## config.mk

```make
export PLATFORM = sky130hd
export DESIGN_NAME = uart_periph
export DESIGN_NICKNAME = d
export VERILOG_FILES = /design/src/rtl/uart_pkg.sv /design/src/rtl/uart_fifo.sv /design/src/rtl/uart_periph.sv
export SDC_FILE = /design/constraint.sdc
export NUM_CORES = 1
export LEC_CHECK = 0
export BUFFER_PORTS_ARGS = -buffer_cell sky130_fd_sc_hd__buf_2
export CAP_MARGIN = 30
export CORE_ASPECT_RATIO = 1.1
export CORE_MARGIN = 2
export CORE_UTILIZATION = 53
export CTS_CLUSTER_DIAMETER = 120
export DETAILED_ROUTE_END_ITERATION = 6
export GPL_TIMING_DRIVEN = 0
export HOLD_SLACK_MARGIN = 0.05
export PLACE_DENSITY = 0.76
export SETUP_SLACK_MARGIN = 0.5
export SKIP_CTS_REPAIR_TIMING = 1
export SYNTH_ARGS = -nofsm -noshare
export SYNTH_HDL_FRONTEND = slang
export SYNTH_HIERARCHICAL = 1
export SYNTH_SLANG_ARGS = --single-unit
```

## constraint.sdc

```tcl
create_clock -name clk_i -period 3.18 [get_ports clk_i]
set_clock_uncertainty 0.1 [all_clocks]
set_input_delay 0.636 -clock clk_i [delete_from_list [all_inputs] [get_ports clk_i]]
set_output_delay 0.636 -clock clk_i [all_outputs]
set_load 0.05 [all_outputs]
```

## src/rtl/uart_pkg.sv

```systemverilog
// uart_pkg: shared constants for the UART peripheral.
//   Register offsets (addr[3:2]), STAT/CTRL bit positions, FSM state
//   encodings and the minimum effective baud divisor.
package uart_pkg;

    localparam logic [1:0] OFF_CTRL   = 2'd0;
    localparam logic [1:0] OFF_STAT   = 2'd1;
    localparam logic [1:0] OFF_TXDATA = 2'd2;
    localparam logic [1:0] OFF_RXDATA = 2'd3;

    localparam int STAT_TX_FULL   = 0;
    localparam int STAT_TX_EMPTY  = 1;
    localparam int STAT_TX_BUSY   = 2;
    localparam int STAT_RX_VALID  = 3;
    localparam int STAT_RX_OVR    = 4;
    localparam int STAT_FRAME_ERR = 5;

    localparam int CTRL_TX_EN = 16;
    localparam int CTRL_RX_EN = 17;

    localparam logic [15:0] MIN_DIV = 16'd3;

    typedef enum logic [1:0] {
        TX_IDLE  = 2'd0,
        TX_START = 2'd1,
        TX_DATA  = 2'd2,
        TX_STOP  = 2'd3
    } tx_state_e;

    typedef enum logic [1:0] {
        RX_IDLE  = 2'd0,
        RX_START = 2'd1,
        RX_DATA  = 2'd2,
        RX_STOP  = 2'd3
    } rx_state_e;

    // Divisors below MIN_DIV are clamped so the half-bit RX sample point
    // always lands after the synchroniser latency.
    function automatic logic [15:0] eff_div(input logic [15:0] div);
        return (div < MIN_DIV) ? MIN_DIV : div;
    endfunction

endpackage

```

## src/rtl/uart_fifo.sv

```systemverilog
// uart_fifo: synchronous byte FIFO used as the UART transmit queue.
//   clk_i, rst_ni      clock, async active-low reset
//   push_i, wdata_i    enqueue a byte (ignored when full unless popping too)
//   pop_i, rdata_o     dequeue; rdata_o always shows the head entry
//   full_o, empty_o    occupancy flags
//   count_o            number of stored entries (0..DEPTH)
module uart_fifo #(
    parameter int DEPTH = 4
) (
    input  logic                     clk_i,
    input  logic                     rst_ni,
    input  logic                     push_i,
    input  logic                     pop_i,
    input  logic [7:0]               wdata_i,
    output logic [7:0]               rdata_o,
    output logic                     full_o,
    output logic                     empty_o,
    output logic [$clog2(DEPTH):0]   count_o
);

    localparam int AW = $clog2(DEPTH);
    localparam logic [AW:0] FULL_CNT = (AW + 1)'(DEPTH);

    logic [7:0]    mem_q [DEPTH];
    logic [7:0]    mem_d [DEPTH];
    logic [AW-1:0] wptr_q, wptr_d;
    logic [AW-1:0] rptr_q, rptr_d;
    logic [AW:0]   count_q, count_d;
    logic          do_push, do_pop;

    assign full_o  = (count_q == FULL_CNT);
    assign empty_o = (count_q == '0);
    assign count_o = count_q;
    assign rdata_o = mem_q[rptr_q];

    assign do_pop  = pop_i && !empty_o;
    // When full, a simultaneous pop frees the head slot, which is exactly
    // the slot wptr points at, so the push can land there.
    assign do_push = push_i && (!full_o || do_pop);

    always_comb begin
        mem_d   = mem_q;
        wptr_d  = wptr_q;
        rptr_d  = rptr_q;
        count_d = count_q;
        if (do_push) begin
            mem_d[wptr_q] = wdata_i;
            wptr_d        = wptr_q + AW'(1);
        end
        if (do_pop) begin
            rptr_d = rptr_q + AW'(1);
        end
        case ({do_push, do_pop})
            2'b10:   count_d = count_q + (AW + 1)'(1);
            2'b01:   count_d = count_q - (AW + 1)'(1);
            default: count_d = count_q;
        endcase
    end

    always_ff @(posedge clk_i or negedge rst_ni) begin
        if (!rst_ni) begin
            for (int i = 0; i < DEPTH; i++) begin
                mem_q[i] <= 8'h00;
            end
            wptr_q  <= '0;
            rptr_q  <= '0;
            count_q <= '0;
        end else begin
            for (int i = 0; i < DEPTH; i++) begin
                mem_q[i] <= mem_d[i];
            end
            wptr_q  <= wptr_d;
            rptr_q  <= rptr_d;
            count_q <= count_d;
        end
    end

endmodule

```

## src/rtl/uart_periph.sv

```systemverilog
// uart_periph: 8N1 UART slave with a TX FIFO and a single-byte RX buffer.
//   clk_i, rst_ni   clock, async active-low reset
//   we_i, be_i      register write strobe and byte enables
//   addr_i          byte address, only [3:2] decoded
//   wdata_i         write data
//   rdata_o         combinational read word for addr_i[3:2]
//   rx_i            asynchronous serial input, idle high
//   tx_o            serial output, idle high
//
// TX FSM
//   state    | meaning
//   TX_IDLE  | line high, waiting for tx_en and a queued byte
//   TX_START | driving the start bit (0)
//   TX_DATA  | driving 8 data bits, LSB first
//   TX_STOP  | driving the stop bit (1); may chain into the next frame
// RX FSM
//   state    | meaning
//   RX_IDLE  | waiting for a falling edge while rx_en
//   RX_START | waiting half a bit to confirm the start bit
//   RX_DATA  | sampling 8 data bits, one bit time apart
//   RX_STOP  | sampling the stop bit, then delivering the byte
module uart_periph
    import uart_pkg::*;
#(
    parameter logic [15:0] DEFAULT_DIV = 16'd867,
    parameter int          FIFO_DEPTH  = 4
) (
    input  logic        clk_i,
    input  logic        rst_ni,
    input  logic        we_i,
    input  logic [3:0]  be_i,
    input  logic [31:0] addr_i,
    input  logic [31:0] wdata_i,
    output logic [31:0] rdata_o,
    input  logic        rx_i,
    output logic        tx_o
);

    localparam int CW = $clog2(FIFO_DEPTH) + 1;

    // ---------------- register decode ----------------
    logic [1:0] reg_off;
    logic       wr_ctrl, w1c, tx_push;
    logic       rx_pop, clr_ovr, clr_ferr;

    assign reg_off  = addr_i[3:2];
    assign wr_ctrl  = we_i && (reg_off == OFF_CTRL);
    assign w1c      = we_i && (reg_off == OFF_STAT) && be_i[0];
    assign tx_push  = we_i && (reg_off == OFF_TXDATA) && be_i[0];
    assign rx_pop   = w1c && wdata_i[STAT_RX_VALID];
    assign clr_ovr  = w1c && wdata_i[STAT_RX_OVR];
    assign clr_ferr = w1c && wdata_i[STAT_FRAME_ERR];

    logic [15:0] div_q, div_d;
    logic        tx_en_q, tx_en_d;
    logic        rx_en_q, rx_en_d;
    logic [15:0] div_eff;

    assign div_eff = eff_div(div_q);

    always_comb begin
        div_d   = div_q;
        tx_en_d = tx_en_q;
        rx_en_d = rx_en_q;
        if (wr_ctrl) begin
            if (be_i[0]) div_d[7:0]  = wdata_i[7:0];
            if (be_i[1]) div_d[15:8] = wdata_i[15:8];
            if (be_i[2]) begin
                tx_en_d = wdata_i[CTRL_TX_EN];
                rx_en_d = wdata_i[CTRL_RX_EN];
            end
        end
    end

    // ---------------- TX FIFO ----------------
    logic          fifo_pop, fifo_full, fifo_empty;
    logic [7:0]    fifo_rdata;
    logic [CW-1:0] fifo_count;

    uart_fifo #(.DEPTH(FIFO_DEPTH)) u_tx_fifo (
        .clk_i   (clk_i),
        .rst_ni  (rst_ni),
        .push_i  (tx_push),
        .pop_i   (fifo_pop),
        .wdata_i (wdata_i[7:0]),
        .rdata_o (fifo_rdata),
        .full_o  (fifo_full),
        .empty_o (fifo_empty),
        .count_o (fifo_count)
    );

    // ---------------- TX FSM ----------------
    tx_state_e   tx_state_q, tx_state_d;
    logic [15:0] tx_cnt_q, tx_cnt_d;
    logic [15:0] tx_div_q, tx_div_d;
    logic [7:0]  tx_shift_q, tx_shift_d;
    logic [2:0]  tx_bit_q, tx_bit_d;
    logic        tx_q, tx_d;
    logic        tx_go, tx_load, tx_busy;

    assign tx_go = tx_en_q && !fifo_empty;

    always_comb begin
        tx_state_d = tx_state_q;
        tx_cnt_d   = tx_cnt_q;
        tx_div_d   = tx_div_q;
        tx_shift_d = tx_shift_q;
        tx_bit_d   = tx_bit_q;
        tx_load    = 1'b0;
        fifo_pop   = 1'b0;
        unique case (tx_state_q)
            TX_IDLE: begin
                tx_load = tx_go;
            end
            TX_START: begin
                if (tx_cnt_q == '0) begin
                    tx_state_d = TX_DATA;
                    tx_cnt_d   = tx_div_q;
                    tx_bit_d   = '0;
                end else begin
                    tx_cnt_d = tx_cnt_q - 16'd1;
                end
            end
            TX_DATA: begin
                if (tx_cnt_q == '0) begin
                    tx_cnt_d   = tx_div_q;
                    tx_shift_d = {1'b0, tx_shift_q[7:1]};
                    if (tx_bit_q == 3'd7) tx_state_d = TX_STOP;
                    else                  tx_bit_d   = tx_bit_q + 3'd1;
                end else begin
                    tx_cnt_d = tx_cnt_q - 16'd1;
                end
            end
            TX_STOP: begin
                if (tx_cnt_q == '0) begin
                    tx_state_d = TX_IDLE;
                    tx_load    = tx_go;
                end else begin
                    tx_cnt_d = tx_cnt_q - 16'd1;
                end
            end
            default: tx_state_d = TX_IDLE;
        endcase
        // Frame start: pop the head byte and latch the divisor for the frame.
        if (tx_load) begin
            tx_state_d = TX_START;
            fifo_pop   = 1'b1;
            tx_shift_d = fifo_rdata;
            tx_div_d   = div_eff;
            tx_cnt_d   = div_eff;
        end
    end

    // Line level is registered from the next state so tx_o is glitch-free
    // and still returns high the instant reset asserts.
    always_comb begin
        case (tx_state_d)
            TX_START: tx_d = 1'b0;
            TX_DATA:  tx_d = tx_shift_d[0];
            default:  tx_d = 1'b1;
        endcase
    end

    assign tx_busy = (tx_state_q != TX_IDLE);
    assign tx_o    = tx_q;

    // ---------------- RX FSM ----------------
    rx_state_e   rx_state_q, rx_state_d;
    logic [15:0] rx_cnt_q, rx_cnt_d;
    logic [15:0] rx_div_q, rx_div_d;
    logic [7:0]  rx_shift_q, rx_shift_d;
    logic [2:0]  rx_bit_q, rx_bit_d;
    logic        rx_sync1_q, rx_sync2_q, rx_prev_q;
    logic        rx_s, rx_fall, rx_deliver;
    logic [16:0] rx_half_sum;
    logic [15:0] rx_half_cnt;

    assign rx_s        = rx_sync2_q;
    assign rx_fall     = rx_prev_q && !rx_s;
    // START lasts (div+1)/2 cycles: the counter terminates at zero.
    assign rx_half_sum = {1'b0, div_eff} + 17'd1;
    assign rx_half_cnt = rx_half_sum[16:1] - 16'd1;

    always_comb begin
        rx_state_d = rx_state_q;
        rx_cnt_d   = rx_cnt_q;
        rx_div_d   = rx_div_q;
        rx_shift_d = rx_shift_q;
        rx_bit_d   = rx_bit_q;
        if (!rx_en_q) begin
            rx_state_d = RX_IDLE;
        end else begin
            unique case (rx_state_q)
                RX_IDLE: begin
                    if (rx_fall) begin
                        rx_state_d = RX_START;
                        rx_div_d   = div_eff;
                        rx_cnt_d   = rx_half_cnt;
                    end
                end
                RX_START: begin
                    if (rx_cnt_q == '0) begin
                        if (rx_s) begin
                            rx_state_d = RX_IDLE;
                        end else begin
                            rx_state_d = RX_DATA;
                            rx_cnt_d   = rx_div_q;
                            rx_bit_d   = '0;
                        end
                    end else begin
                        rx_cnt_d = rx_cnt_q - 16'd1;
                    end
                end
                RX_DATA: begin
                    if (rx_cnt_q == '0) begin
                        rx_shift_d = {rx_s, rx_shift_q[7:1]};
                        rx_cnt_d   = rx_div_q;
                        if (rx_bit_q == 3'd7) rx_state_d = RX_STOP;
                        else                  rx_bit_d   = rx_bit_q + 3'd1;
                    end else begin
                        rx_cnt_d = rx_cnt_q - 16'd1;
                    end
                end
                RX_STOP: begin
                    if (rx_cnt_q == '0) rx_state_d = RX_IDLE;
                    else                rx_cnt_d   = rx_cnt_q - 16'd1;
                end
                default: rx_state_d = RX_IDLE;
            endcase
        end
    end

    assign rx_deliver = rx_en_q && (rx_state_q == RX_STOP) && (rx_cnt_q == '0);

    // ---------------- RX status / data ----------------
    logic       rx_valid_q, rx_valid_d;
    logic       rx_ovr_q, rx_ovr_d;
    logic       frame_err_q, frame_err_d;
    logic [7:0] rx_data_q, rx_data_d;

    always_comb begin
        rx_valid_d  = rx_valid_q;
        rx_ovr_d    = rx_ovr_q;
        frame_err_d = frame_err_q;
        rx_data_d   = rx_data_q;
        if (rx_pop)   rx_valid_d  = 1'b0;
        if (clr_ovr)  rx_ovr_d    = 1'b0;
        if (clr_ferr) frame_err_d = 1'b0;
        if (rx_deliver) begin
            // A pop in the same cycle makes room for the new byte.
            if (!rx_valid_q || rx_pop) begin
                rx_data_d  = rx_shift_q;
                rx_valid_d = 1'b1;
            end else begin
                rx_ovr_d = 1'b1;
            end
            if (!rx_s) frame_err_d = 1'b1;
        end
    end

    // ---------------- read mux ----------------
    always_comb begin
        rdata_o = '0;
        unique case (reg_off)
            OFF_CTRL:   rdata_o = {14'd0, rx_en_q, tx_en_q, div_q};
            OFF_STAT:   rdata_o = {26'd0, frame_err_q, rx_ovr_q, rx_valid_q,
                                   tx_busy, fifo_empty, fifo_full};
            OFF_TXDATA: rdata_o = 32'(fifo_count);
            OFF_RXDATA: rdata_o = {24'd0, rx_data_q};
            default:    rdata_o = '0;
        endcase
    end

    // ---------------- state registers ----------------
    always_ff @(posedge clk_i or negedge rst_ni) begin
        if (!rst_ni) begin
            div_q       <= DEFAULT_DIV;
            tx_en_q     <= 1'b0;
            rx_en_q     <= 1'b0;
            tx_state_q  <= TX_IDLE;
            tx_cnt_q    <= '0;
            tx_div_q    <= '0;
            tx_shift_q  <= '0;
            tx_bit_q    <= '0;
            tx_q        <= 1'b1;
            rx_state_q  <= RX_IDLE;
            rx_cnt_q    <= '0;
            rx_div_q    <= '0;
            rx_shift_q  <= '0;
            rx_bit_q    <= '0;
            rx_sync1_q  <= 1'b1;
            rx_sync2_q  <= 1'b1;
            rx_prev_q   <= 1'b1;
            rx_valid_q  <= 1'b0;
            rx_ovr_q    <= 1'b0;
            frame_err_q <= 1'b0;
            rx_data_q   <= '0;
        end else begin
            div_q       <= div_d;
            tx_en_q     <= tx_en_d;
            rx_en_q     <= rx_en_d;
            tx_state_q  <= tx_state_d;
            tx_cnt_q    <= tx_cnt_d;
            tx_div_q    <= tx_div_d;
            tx_shift_q  <= tx_shift_d;
            tx_bit_q    <= tx_bit_d;
            tx_q        <= tx_d;
            rx_state_q  <= rx_state_d;
            rx_cnt_q    <= rx_cnt_d;
            rx_div_q    <= rx_div_d;
            rx_shift_q  <= rx_shift_d;
            rx_bit_q    <= rx_bit_d;
            rx_sync1_q  <= rx_i;
            rx_sync2_q  <= rx_sync1_q;
            rx_prev_q   <= rx_sync2_q;
            rx_valid_q  <= rx_valid_d;
            rx_ovr_q    <= rx_ovr_d;
            frame_err_q <= frame_err_d;
            rx_data_q   <= rx_data_d;
        end
    end

    logic unused_bits;
    assign unused_bits = ^{addr_i[31:4], addr_i[1:0], wdata_i[31:18], be_i[3],
                           rx_half_sum[0]};

endmodule

```

== After elaboration in Yosys (flattened, before gate mapping) ==
Cells that the tools add are included.

* Bits in registers: 162
* Output and inout bits: 33

* Equal/unequal tests: 32
* Add/sub/neg operators: 10
* Order comparisons: 4
* Bitwise operators: 2
* Reduce and logical (&&, ||, !) cells: 47
* Multiplexer cells: 58

{| class="wikitable"
|+ Operators with widths
! operator !! number
|-
| 16-bit 2-to-1 mux || 9
|-
| 32-bit one-hot mux with 4 select lines || 1
|-
| 16-bit one-hot mux with 4 select lines || 1
|-
| 8-bit 2-to-1 mux || 6
|-
| 16-bit by 1-bit subtractor with 16-bit output (second input constant) || 3
|-
| 32-bit bitwise mux || 1
|-
| 16-bit zero test || 2
|-
| 16-bit one-hot mux with 2 select lines || 1
|-
| 2-bit 2-to-1 mux || 12
|-
| 3-bit 2-to-1 mux || 7
|-
| 2-bit != test (second input constant) || 9
|-
| 3-bit != test (second input constant) || 6
|-
| 3-bit one-hot mux with 2 select lines || 3
|-
| 16-bit by 1-bit adder with 17-bit output (second input constant) || 1
|-
| 8-bit binary-select mux with 2-bit select || 1
|-
| 8-bit demux with 2-bit select || 1
|-
| 2-bit equality test (second input constant) || 8
|-
| 16-bit by 2-bit < comparator with 1-bit output (second input constant) || 1
|-
| 1-bit logical AND || 15
|-
| 2-bit AND reduction || 6
|-
| 2-bit nonzero test || 6
|-
| 1-bit 2-to-1 mux || 11
|-
| 2-bit by 1-bit equality test with 1-bit output (second input constant) || 5
|-
| 3-bit by 1-bit adder with 3-bit output (second input constant) || 3
|-
| other kinds (20) || 34
|}

== Logic depth before layout (Yosys ltp) ==
Gate-level depths: netlist of the first run.

* Word-level depth: 11
* Gate-level depth with buffers: 17
* Depth with buffers taken out: 15

== By module ==
The synthesis of the first run kept the hierarchy.

{| class="wikitable"
|+ Modules (own cells, without submodules)
! module !! area each (µm²) !! cells an instance !! times used
|-
| uart_periph || 7,277.0 || 761 || 1
|-
| uart_fifo || 1,801.7 || 115 || 1
|}

== Least setup slack after synthesis of the first run ==
Ideal clock, no wire load.

* Path kind: reg2reg
* From: register tx_state_q[0]
* To: register u_tx_fifo.count_q[2] (netlist: u_tx_fifo/count_o[2])
* Setup slack: -0.239 ns
* Required time: 2.954 ns
* Cell stages (with the launch flop): 16
* Library setup time: 0.126 ns
* Arrival time: 3.193 ns
* Buffers on the path: 2
* Period minus slack after synthesis: 3.419 ns
* Cell sequence: dfrtp_1 inv_1 ha_1 or3b_2 or2_2 buf_2 inv_2 buf_2 nor4b_4 or2b_2 ha_1 inv_1 fa_1 xor2_1 nor2_1 xor2_1

* Cells in the longest elaborated chain, start to end: 8
* Elaborated cells between the ends (all ways): 11
* Those cells by class: eq/ne: 3; mux: 3; reduce/logical: 5

{| class="wikitable"
|+ Ends and longest elaborated chain
! element !! line !! text
|-
| start: declaration || uart_periph.sv:93 || <nowiki>tx_state_e tx_state_q, tx_state_d;</nowiki>
|-
| start signal: assignment || uart_periph.sv:302 || <nowiki>tx_state_q <= tx_state_d;</nowiki>
|-
| 2-bit equality test / 2-bit zero test (equally long branches) || uart_periph.sv:111 || <nowiki>unique case (tx_state_q)</nowiki>
|-
| 1-bit one-hot mux with 2 select lines (*) || uart_periph.sv:111 ||
|-
| 1-bit 2-to-1 mux (*) || uart_periph.sv:145 || <nowiki>if (tx_load) begin</nowiki>
|-
| named net fifo_pop || uart_periph.sv:76 || <nowiki>logic fifo_pop, fifo_full, fifo_empty;</nowiki>
|-
| 1-bit logical AND (*) || uart_fifo.sv:36 || <nowiki>assign do_pop = pop_i && !empty_o;</nowiki>
|-
| 1-bit logical OR || uart_fifo.sv:39 || <nowiki>assign do_push = push_i && (!full_o || do_pop);</nowiki>
|-
| 1-bit logical AND || uart_fifo.sv:39 ||
|-
| 2-bit by 1-bit equality test with 1-bit output / 2-bit equality test (equally long branches) || uart_fifo.sv:53 || <nowiki>case ({do_push, do_pop})</nowiki>
|-
| 3-bit one-hot mux with 2 select lines / 2-bit nonzero test (equally long branches) || - ||
|-
| end signal: assignment || uart_fifo.sv:74 || <nowiki>count_q <= count_d;</nowiki>
|-
| end: declaration || uart_fifo.sv:28 || <nowiki>logic [AW:0] count_q, count_d;</nowiki>
|}

Mark *: on every way through the listed nets, which the timed path passes. The rest lies on a longest branch.
A chain may end at the register's enable or synchronous reset.

== Final worst setup path of the first run ==
* From: register div_q[10]
* To: register rx_cnt_q[12]

* Cells in the longest elaborated chain, start to end: 6

{| class="wikitable"
|+ Ends and longest elaborated chain
! element !! line !! text
|-
| start: declaration || uart_periph.sv:54 || <nowiki>logic [15:0] div_q, div_d;</nowiki>
|-
| start signal: assignment || uart_periph.sv:299 || <nowiki>div_q <= div_d;</nowiki>
|-
| 16-bit by 2-bit < comparator with 1-bit output || uart_pkg.sv:40 || <nowiki>return (div < MIN_DIV) ? MIN_DIV : div;</nowiki>
|-
| 16-bit 2-to-1 mux (*) || uart_pkg.sv:40 ||
|-
| 16-bit by 1-bit adder with 17-bit output (*) || uart_periph.sv:181 || <nowiki>assign rx_half_sum = {1'b0, div_eff} + 17'd1;</nowiki>
|-
| 16-bit by 1-bit subtractor with 16-bit output (*) || uart_periph.sv:182 || <nowiki>assign rx_half_cnt = rx_half_sum[16:1] - 16'd1;</nowiki>
|-
| 16-bit 2-to-1 mux (*) || uart_periph.sv:195 || <nowiki>if (rx_fall) begin</nowiki>
|-
| 16-bit one-hot mux with 4 select lines (*) || uart_periph.sv:193 || <nowiki>unique case (rx_state_q)</nowiki>
|-
| end signal: assignment || uart_periph.sv:309 || <nowiki>rx_cnt_q <= rx_cnt_d;</nowiki>
|-
| end: declaration || uart_periph.sv:169 || <nowiki>logic [15:0] rx_cnt_q, rx_cnt_d;</nowiki>
|}

Every way passes the cells marked *; elsewhere a longest branch is shown, timed or not. The select of a mux whose other input is x is not followed.

==> results.md, run 1 <==
* Run status: finished, violations left
* Violated checks: setup timing
* Share of cells above drive strength 1 at 34.8%
* Fmax at 311 MHz
* Wire length after detailed routing at 25.4 mm
* Syn Std Cell Area at about 9100 sq um
* Maximum level of the CTS H-tree at 4
* Clock root buffer: sky130_fd_sc_hd__clkbuf_16
* Worst R2R Path Depth at 13
* Category of the worst setup path capture point: register
* Standard-cell row count at 50
* Wire length of the first global-routing pass at ~37 mm
* DR vias/cell at just over 6
* Capture endpoint of the worst hold path: rx_sync1_q
* Clock-pin slew on the worst setup and hold paths at 0.07 ns
* Capture point of the worst reg-to-reg path: rx_cnt_q[12]
* Data arrival time at the worst-slack endpoint at 3.40 ns
* CP max-delay cell: sky130_fd_sc_hd__or4b_4
* Hold_ws at 0.191 ns
* Initial Utilization at 53.7%
* Count of endpoints failing setup in the final report at 2
* Maximum number of pins on one net before global-route repair at 127
* Post-detailed-route DRC marker count at 0
* Layout area overhead at 24.5%
* Largest fanout on the critical path at 8
* RSZ-0062 raised after global routing: true
* TritonCTS clock tree: yes
* Synthesized netlist cell count at around 900
* Path category of the worst min-delay check: in -> reg
* Nets at 1,108
* Yosys warning total at 6
* Height of the chip at approximately 140 microns
* Routability cong. at ~0.93
* Io pins at 105
* Post-place instance area at 9820 sq um
* Number of hold violations in the final report at 0
* Setup slack on the worst flop-to-flop path at -0.03 ns
* Number of enable-type register cells in the synthesized netlist at 0
* Mean instance size in the synthesized netlist at 10.4 sq um
* Delay of the slowest critical-path stage at between 0.5 and 0.6 ns
* Count of clock tree sinks at 162
* Highest ir drop seen on vdd at about 550 uV
* Multi-input logic area at between 5000 and 6000 sq um
* Sequential share of the synthesized area at between 40 and 50%
* Reported leakage power at 0.00511 uW
* GRT Total Usage at 25.9%
* Antenna Diode Count at 0
* Final Worst Setup Slack at -0.0325 ns
* Worst slew margin relative to its limit at 25.4%
* Final Max Slew Viols at 0
* Non-filler instance count after layout at 1,235
* Post-route clock period utilization at 101%
* Start point of the worst hold path: rx_i
* TritonCTS Buffers at 17
* Synth Flop Type: sky130_fd_sc_hd__dfrtp_1
* DIE WIDTH at 129 microns
* Critical-path cell list: buf_6 > nor4_4 > and4_4 > buf_8 > nand2b_4 > ha_4 > buf_8 > or4b_4 > buf_4 > nor4_4 > nor3b_2 > a211oi_2 > a21oi_1
* Clk_lat worst skew at 0.44 ns
* Type of the setup path with the least slack: reg -> reg
* Number of global-route vias before repair at ~7k
* Buffers from clock root to sink, at most at 2
* Worst Max-Slew Pin Slew at 1.11 ns
* Number of search-and-repair iterations in the first detailed-routing pass at 5
* Final critical delay including setup and external delays at 3.21 ns
* Core Region at 16,900 sq um
* Crit start category: register
* I/O Buffers at between 40 and 50
* Number of buffer and inverter instances along the worst setup path at 4
* Power Total at 9820 uW
* Count of filler cells inserted in the layout at 1,226
* Initial antenna violation count at 0
* Pwr/cell area at roughly 870 nW/um^2
* Count of different cell masters after synthesis at 85
* Seq. cell area at 4070 sq um
* Worst path required time at 3.36 ns
* Gr ovfl total at 0
* Max capacitance violation total at 0
* Antenna Nets Post-Route at 0
* Detail-routed net length per standard cell at ~20 microns
* Post-synthesis sequential element count at between 150 and 200
* Final Util at 66.9%
* Estimated wirelength of the detail-placed design at 15.5 mm
* Detailed-route via count at 7,672
* Kind of cell adding the most delay to the critical path: simple AND/OR/NAND/NOR gates
* Worst Hold Path Cells at 1
* R2R Path Start: div_q[10]
* Die area at 18,200 sq um
* Post-synthesis async set-or-reset flop share at 100%
* Drt initial violations at 710
* Final standard cell area without fillers at 11,300 sq um
* Count of placed standard cells including taps at 1,143
-- how the worst max path moves through the flow --
stage / start / end / slack, ns / cells past startpoint
finish: div_q[10] / rx_cnt_q[12] / -0.03 / 13
global route: div_q[10] / rx_cnt_q[12] / -0.14 / 13
CTS: u_tx_fifo/count_o[0] / u_tx_fifo/count_o[2] / -0.37 / 14
detailed placement: u_tx_fifo/count_o[0] / u_tx_fifo/count_o[2] / -0.31 / 14
global placement: rst_ni / rx_cnt_q[11] / -1.09 / 1
floorplan: tx_cnt_q[0] / u_tx_fifo/count_o[2] / 0.02 / 17
-- cell usage after synthesis, drive strengths merged (7+ instances only) --
library cell,n,area share (%)
mux2,84,10
mux4,11,2.7
nor4,10,0.69
a21oi,26,1.4
clkbuf,29,1.2
nor2,41,1.8
ha,21,2.9
xnor2,15,1.4
a22o,12,1.2
nand2,114,4.7
nor3,21,1.4
dfstp,10,2.9
xor2,14,1.4
or3,9,0.68
nand4,9,0.62
nand3,19,1.1
nor3b,8,0.66
a211oi,7,0.58
buf,36,2.5
and2,14,0.96
o21ai,53,2.9
and3,7,0.48
inv,24,0.99
mux2i,14,1.5
o211ai,10,0.94
dfrtp,152,42
-- kinds of logic after synthesis --
| kind of cell | Yosys count | synth area share [%] |
|---|---|---|
| AND/OR/NAND/NOR | 283 | 16.0 |
| buffers and inverters | 89 | 4.66 |
| XOR/XNOR | 29 | 2.80 |
| adder cells (fa/ha/maj) | 22 | 3.11 |
| other | 1 | 0.0413 |
| flip-flops | 162 | 44.8 |
| multiplexers | 109 | 14.7 |
| AO/OA/AOI/OAI | 181 | 13.9 |
-- layout by cell type, fill, tap and decap left out, types with 12 or more instances in the layout --
master / n
sky130_fd_sc_hd__dfrtp_1: 149
sky130_fd_sc_hd__nand2_1: 114
sky130_fd_sc_hd__buf_4: 67
sky130_fd_sc_hd__buf_2: 56
sky130_fd_sc_hd__mux2_2: 51
sky130_fd_sc_hd__o21ai_0: 48
sky130_fd_sc_hd__nor2_1: 35
sky130_fd_sc_hd__mux2_4: 33
sky130_fd_sc_hd__a21oi_1: 25
sky130_fd_sc_hd__clkbuf_1: 19
sky130_fd_sc_hd__nand3_1: 18
sky130_fd_sc_hd__ha_1: 17
sky130_fd_sc_hd__clkbuf_16: 17
sky130_fd_sc_hd__inv_1: 15
sky130_fd_sc_hd__mux2i_1: 14
sky130_fd_sc_hd__conb_1: 14
sky130_fd_sc_hd__and2_1: 13
sky130_fd_sc_hd__xor2_1: 13
sky130_fd_sc_hd__nor3_1: 13
sky130_fd_sc_hd__a22o_1: 12
sky130_fd_sc_hd__xnor2_1: 12
-- state kept, by name, indices dropped and copies added (netlist names), 2 cells and up --
register           count
u_tx_fifo/mem_q       32
div_q                 16
rx_cnt_q              16
rx_div_q              16
tx_cnt_q              16
tx_div_q              16
rx_data_q              8
rx_shift_q             8
tx_shift_q             8
rx_bit_q               3
tx_bit_q               3
u_tx_fifo/count_o      3
rx_state_q             2
tx_state_q             2
u_tx_fifo/rptr_q       2
u_tx_fifo/wptr_q       2
-- report_power, final --
part	internal (uW)	switching, uW
Sequential	2800	669
Combinational	1990	2260
Clock	1140	960
-- metal layers --
metal,GRT usage [%],vias to the layer above,wire length (microns)
met5,0,-,0
met4,8.70,0,628
met3,4.03,48,1640
met2,40.4,375,12500
met1,37.2,3804,10600
li1,-,3445,-
-- through the flow --
stage                     setup WS, ns  TNS, ns
after floorplan                 0.0221        0
after global placement           -1.09  -165.40
after detailed placement        -0.306   -0.542
after CTS                       -0.371   -0.676
after global routing            -0.140   -0.384
final                          -0.0325  -0.0392
-- layout make-up --
| cell class | instances | area share, % |
|---|---|---|
| well taps | 208 | 2.30 |
| repair buffers | 106 | 6.93 |
| clock inverters | 14 | 1.38 |
| flip-flops and latches | 162 | 36.0 |
| inverters | 24 | 0.864 |
| plain buffers | 65 | 3.63 |
| clock buffers | 18 | 3.89 |
| multi-input cells | 638 | 45.0 |
Note: power is estimated with default switching activity, not from simulation.
==> run 2: changes to the inputs <==
Settings changed: CELL_PAD_IN_SITES_DETAIL_PLACEMENT set to 1, CELL_PAD_IN_SITES_GLOBAL_PLACEMENT set to 2, CORE_UTILIZATION 53 to 35, PLACE_DENSITY 0.76 to not set, PLACE_DENSITY_LB_ADDON set to 0.1.
==> run 2 against run 1 <==
The run now ends clean. Worst hold slack lost 0.17 ns. Design area grew 1.7%. Non-clock buffer count decreased by 2. Largest cell class unchanged. Critical endpoint is now u_tx_fifo/count_o[2]. Highest routed layer unchanged. Final cell count increased by 11%. Die area up 50%.
==> results.md, run 2 (synthesis results as in run 1) <==
* Run status: finished, final reports clean
* Critical-path cell list: inv_2 > ha_4 > nor2b_4 > and4_4 > a31oi_4 > or2_4 > buf_8 > inv_8 > buf_12 > nor4b_4 > or2b_4 > ha_4 > inv_2 > fa_2 > xor2_1 > nor2_1 > xor2_1
* Antenna Nets Post-Route at 0 (unchanged)
* Routing layer with the top usage in global route: met2
* Gr ovfl total at 0 (unchanged)
* Cell internal power dissipation at 5870 uW (-0.94%)
* Fmax at 325 MHz (+4.3%)
* I/O Buffers at 45 (unchanged)
* Standard-cell row count at 61 (+22%)
* Relative contribution of the clock network to total power at 22.3% (+0.9 points)
* Reported leakage power at 0.00509 uW (-0.45%)
* Antenna Diode Count at 0 (unchanged)
* Post-route clock period utilization at 96.9% (-4.1 points)
* Final Worst Setup Slack at 0.0991 ns (+0.132 ns)
* Worst Max-Slew Pin Slew at 0.696 ns (-0.415 ns)
* Share of total power in sequential cells at 35.0% (-0.3 points)
* Worst path required time at 3.44 ns (+0.08 ns)
* Layout area overhead at 26.6%
* Path category of the worst min-delay check: in -> async
* DIE WIDTH at 158 microns (+22%)
* Kind of cell adding the most delay to the critical path: simple AND/OR/NAND/NOR gates
* Met1 track demand over resource at 27.7% (-9.4 points)
* CP max-delay cell: sky130_fd_sc_hd__dfrtp_1
* Final Max Slew Viols at 0 (unchanged)
* Core Region at 25,400 sq um (+50%)
* Count of clock tree sinks at 162 (unchanged)
* Final critical delay including setup and external delays at 3.08 ns (-0.132 ns)
* Type of the setup path with the least slack: reg -> reg
* Category of the worst setup path capture point: register
* RSZ-0062 raised after global routing: true
* Hold_ws at 0.0228 ns (-0.168 ns)
* Number of search-and-repair iterations in the first detailed-routing pass at 4 (-1)
* GRT Total Usage at 20.7% (-5.2 points)
* Count of endpoints failing setup in the final report at 0 (-2)
* Global Route met2 Usage at 34.8% (-5.6 points)
* Pwr/cell area at 856 nW/um^2 (-1.5%)
* Data arrival time at the worst-slack endpoint at 3.34 ns (-0.06 ns)
* Nets at 1,106 (-0.18%)
* Maximum level of the CTS H-tree at 4 (unchanged)
* Count of filler cells inserted in the layout at 2,829 (+130%)
* Worst slack at placement at -0.469 ns (-0.163 ns)
* Io pins at 105 (unchanged)
* Share of cells above drive strength 1 at 35.8% (+1.0 points)
* Clk_lat worst skew at 0.44 ns (about the same)
* Height of the chip at 173 microns (+22%)
* Commonest non-fill, non-tap cells in the layout: sky130_fd_sc_hd__dfrtp_1, sky130_fd_sc_hd__nand2_1, sky130_fd_sc_hd__mux2_2
* Clock-pin slew on the worst setup and hold paths at 0.07 ns (about the same)
* Max capacitance violation total at 0 (unchanged)
* Initial Utilization at 35.7% (-18 points)
* Estimated wirelength of the detail-placed design at 19.1 mm (+24%)
* Largest fanout on the critical path at 8 (unchanged)
* Number of hold violations in the final report at 0 (unchanged)
* Die area at 27,200 sq um (+50%)
* Wire length of the first global-routing pass at 43.3 mm (+19%)
* Highest ir drop seen on vdd at 342 uV (-37%)
* Switching portion of total power at 40.3% (+0.65 points)
* Switching power total at 3960 uW (+1.8%)
* Detailed-route via count at 7,267 (-5.3%)
* Maximum number of pins on one net before global-route repair at 97 (-24%)
* Drt initial violations at 335 (-53%)
* Worst slew margin relative to its limit at 53.6% (+28 points)
* Post-detailed-route DRC marker count at 0 (unchanged)
* TritonCTS clock tree: yes
* Power Total at 9830 uW (+0.14%)
* Number of global-route vias before repair at 7,427 (+6.8%)
* DR vias/cell at 5.30 (-15%)
* Delay of the slowest critical-path stage at 0.39 ns (-0.14 ns)
* Global-route met3 utilization at 2.88% (-1.2 points)
* Clock root buffer: sky130_fd_sc_hd__clkbuf_16
* Detail-routed net length per standard cell at 20.1 microns (-2.5%)
* Combinational group share of total power at 42.7% (-0.6 points)
* Register containing the most flip-flops in the final layout: u_tx_fifo/mem_q
* Wire length after detailed routing at 27.5 mm (+8.2%)
* Most common cell after layout, fill and taps aside: sky130_fd_sc_hd__dfrtp_1
* Initial antenna violation count at 0 (unchanged)
* TritonCTS Buffers at 17 (unchanged)
* Number of buffer and inverter instances along the worst setup path at 5 (+1)
* Buffers from clock root to sink, at most at 2 (unchanged)
* Largest register FFs at 32 (unchanged)
* Crit start category: register
* Routability cong. at 0.777 (-16%)
run 2: changes by cell type in the layout (fill, tap and decap cells not counted), moves of 3 or more:
| cell | change |
|---|---|
| sky130_fd_sc_hd__nor3_2 | -3 |
| sky130_fd_sc_hd__clkbuf_1 | -5 |
| sky130_fd_sc_hd__clkbuf_2 | +4 |
| sky130_fd_sc_hd__mux2_4 | -18 |
| sky130_fd_sc_hd__buf_6 | -4 |
| sky130_fd_sc_hd__mux2_2 | +17 |
| sky130_fd_sc_hd__inv_8 | +3 |
| sky130_fd_sc_hd__clkinv_8 | +4 |
| sky130_fd_sc_hd__inv_6 | -6 |
run 2: power groups by stage:
stage                     Combinational, uW  Sequential, uW  Clock, uW
final                                  4190            3440       2190
after global routing                   4620            3560       2340
after CTS                              3650            3390       2260
after detailed placement               3630            3410          0
after global placement                 3560            3400          0
after floorplan                        2680            3240          0
run 2: final timing paths:
kind	start	end	slack, ns	cells after the start
setup / recovery	tx_cnt_q[1]	u_tx_fifo/count_o[2]	0.1	17
hold / removal	rst_ni	rx_cnt_q[11]	0.02	1
setup reg to reg	tx_cnt_q[1]	u_tx_fifo/count_o[2]	0.1	17
hold reg to reg	rx_sync1_q	rx_s	0.26	0
max in group asynchronous	rst_ni	tx_state_q[0]	2.05	2
min in group clk_i	rx_i	rx_sync1_q	0.18	1
run 2: per-layer routing:
metal | up-vias | wire length (microns)
li1 | 3421 | -
met1 | 3751 | 12600
met2 | 72 | 14100
met3 | 23 | 479
met4 | 0 | 393
met5 | - | 0
run 2: area by class of cell:
| cell class | instances | area, sq um | area share [%] |
|---|---|---|---|
| multi-input cells | 638 | 5070 | 44.2 |
| flip-flops and latches | 162 | 4070 | 35.4 |
| repair buffers | 104 | 763 | 6.64 |
| well taps | 346 | 433 | 3.77 |
| clock buffers | 17 | 425 | 3.70 |
| plain buffers | 65 | 418 | 3.64 |
| clock inverters | 15 | 204 | 1.77 |
| inverters | 24 | 101 | 0.882 |
run 2: per-stage QoR:
step | cell area, sq um | utilization [%] | setup TNS (ns) | std cells
detailed placement | 10000 | 39.4 | -1.55 | 1285
CTS | 10600 | 41.9 | -1.95 | 1317
global placement | 9950 | 39.2 | -222.82 | 1280
floorplan | 9300 | - | 0 | 889
finish | 11500 | 45.2 | 0 | 1371
global route | 11500 | 45.2 | -0.0533 | 1371
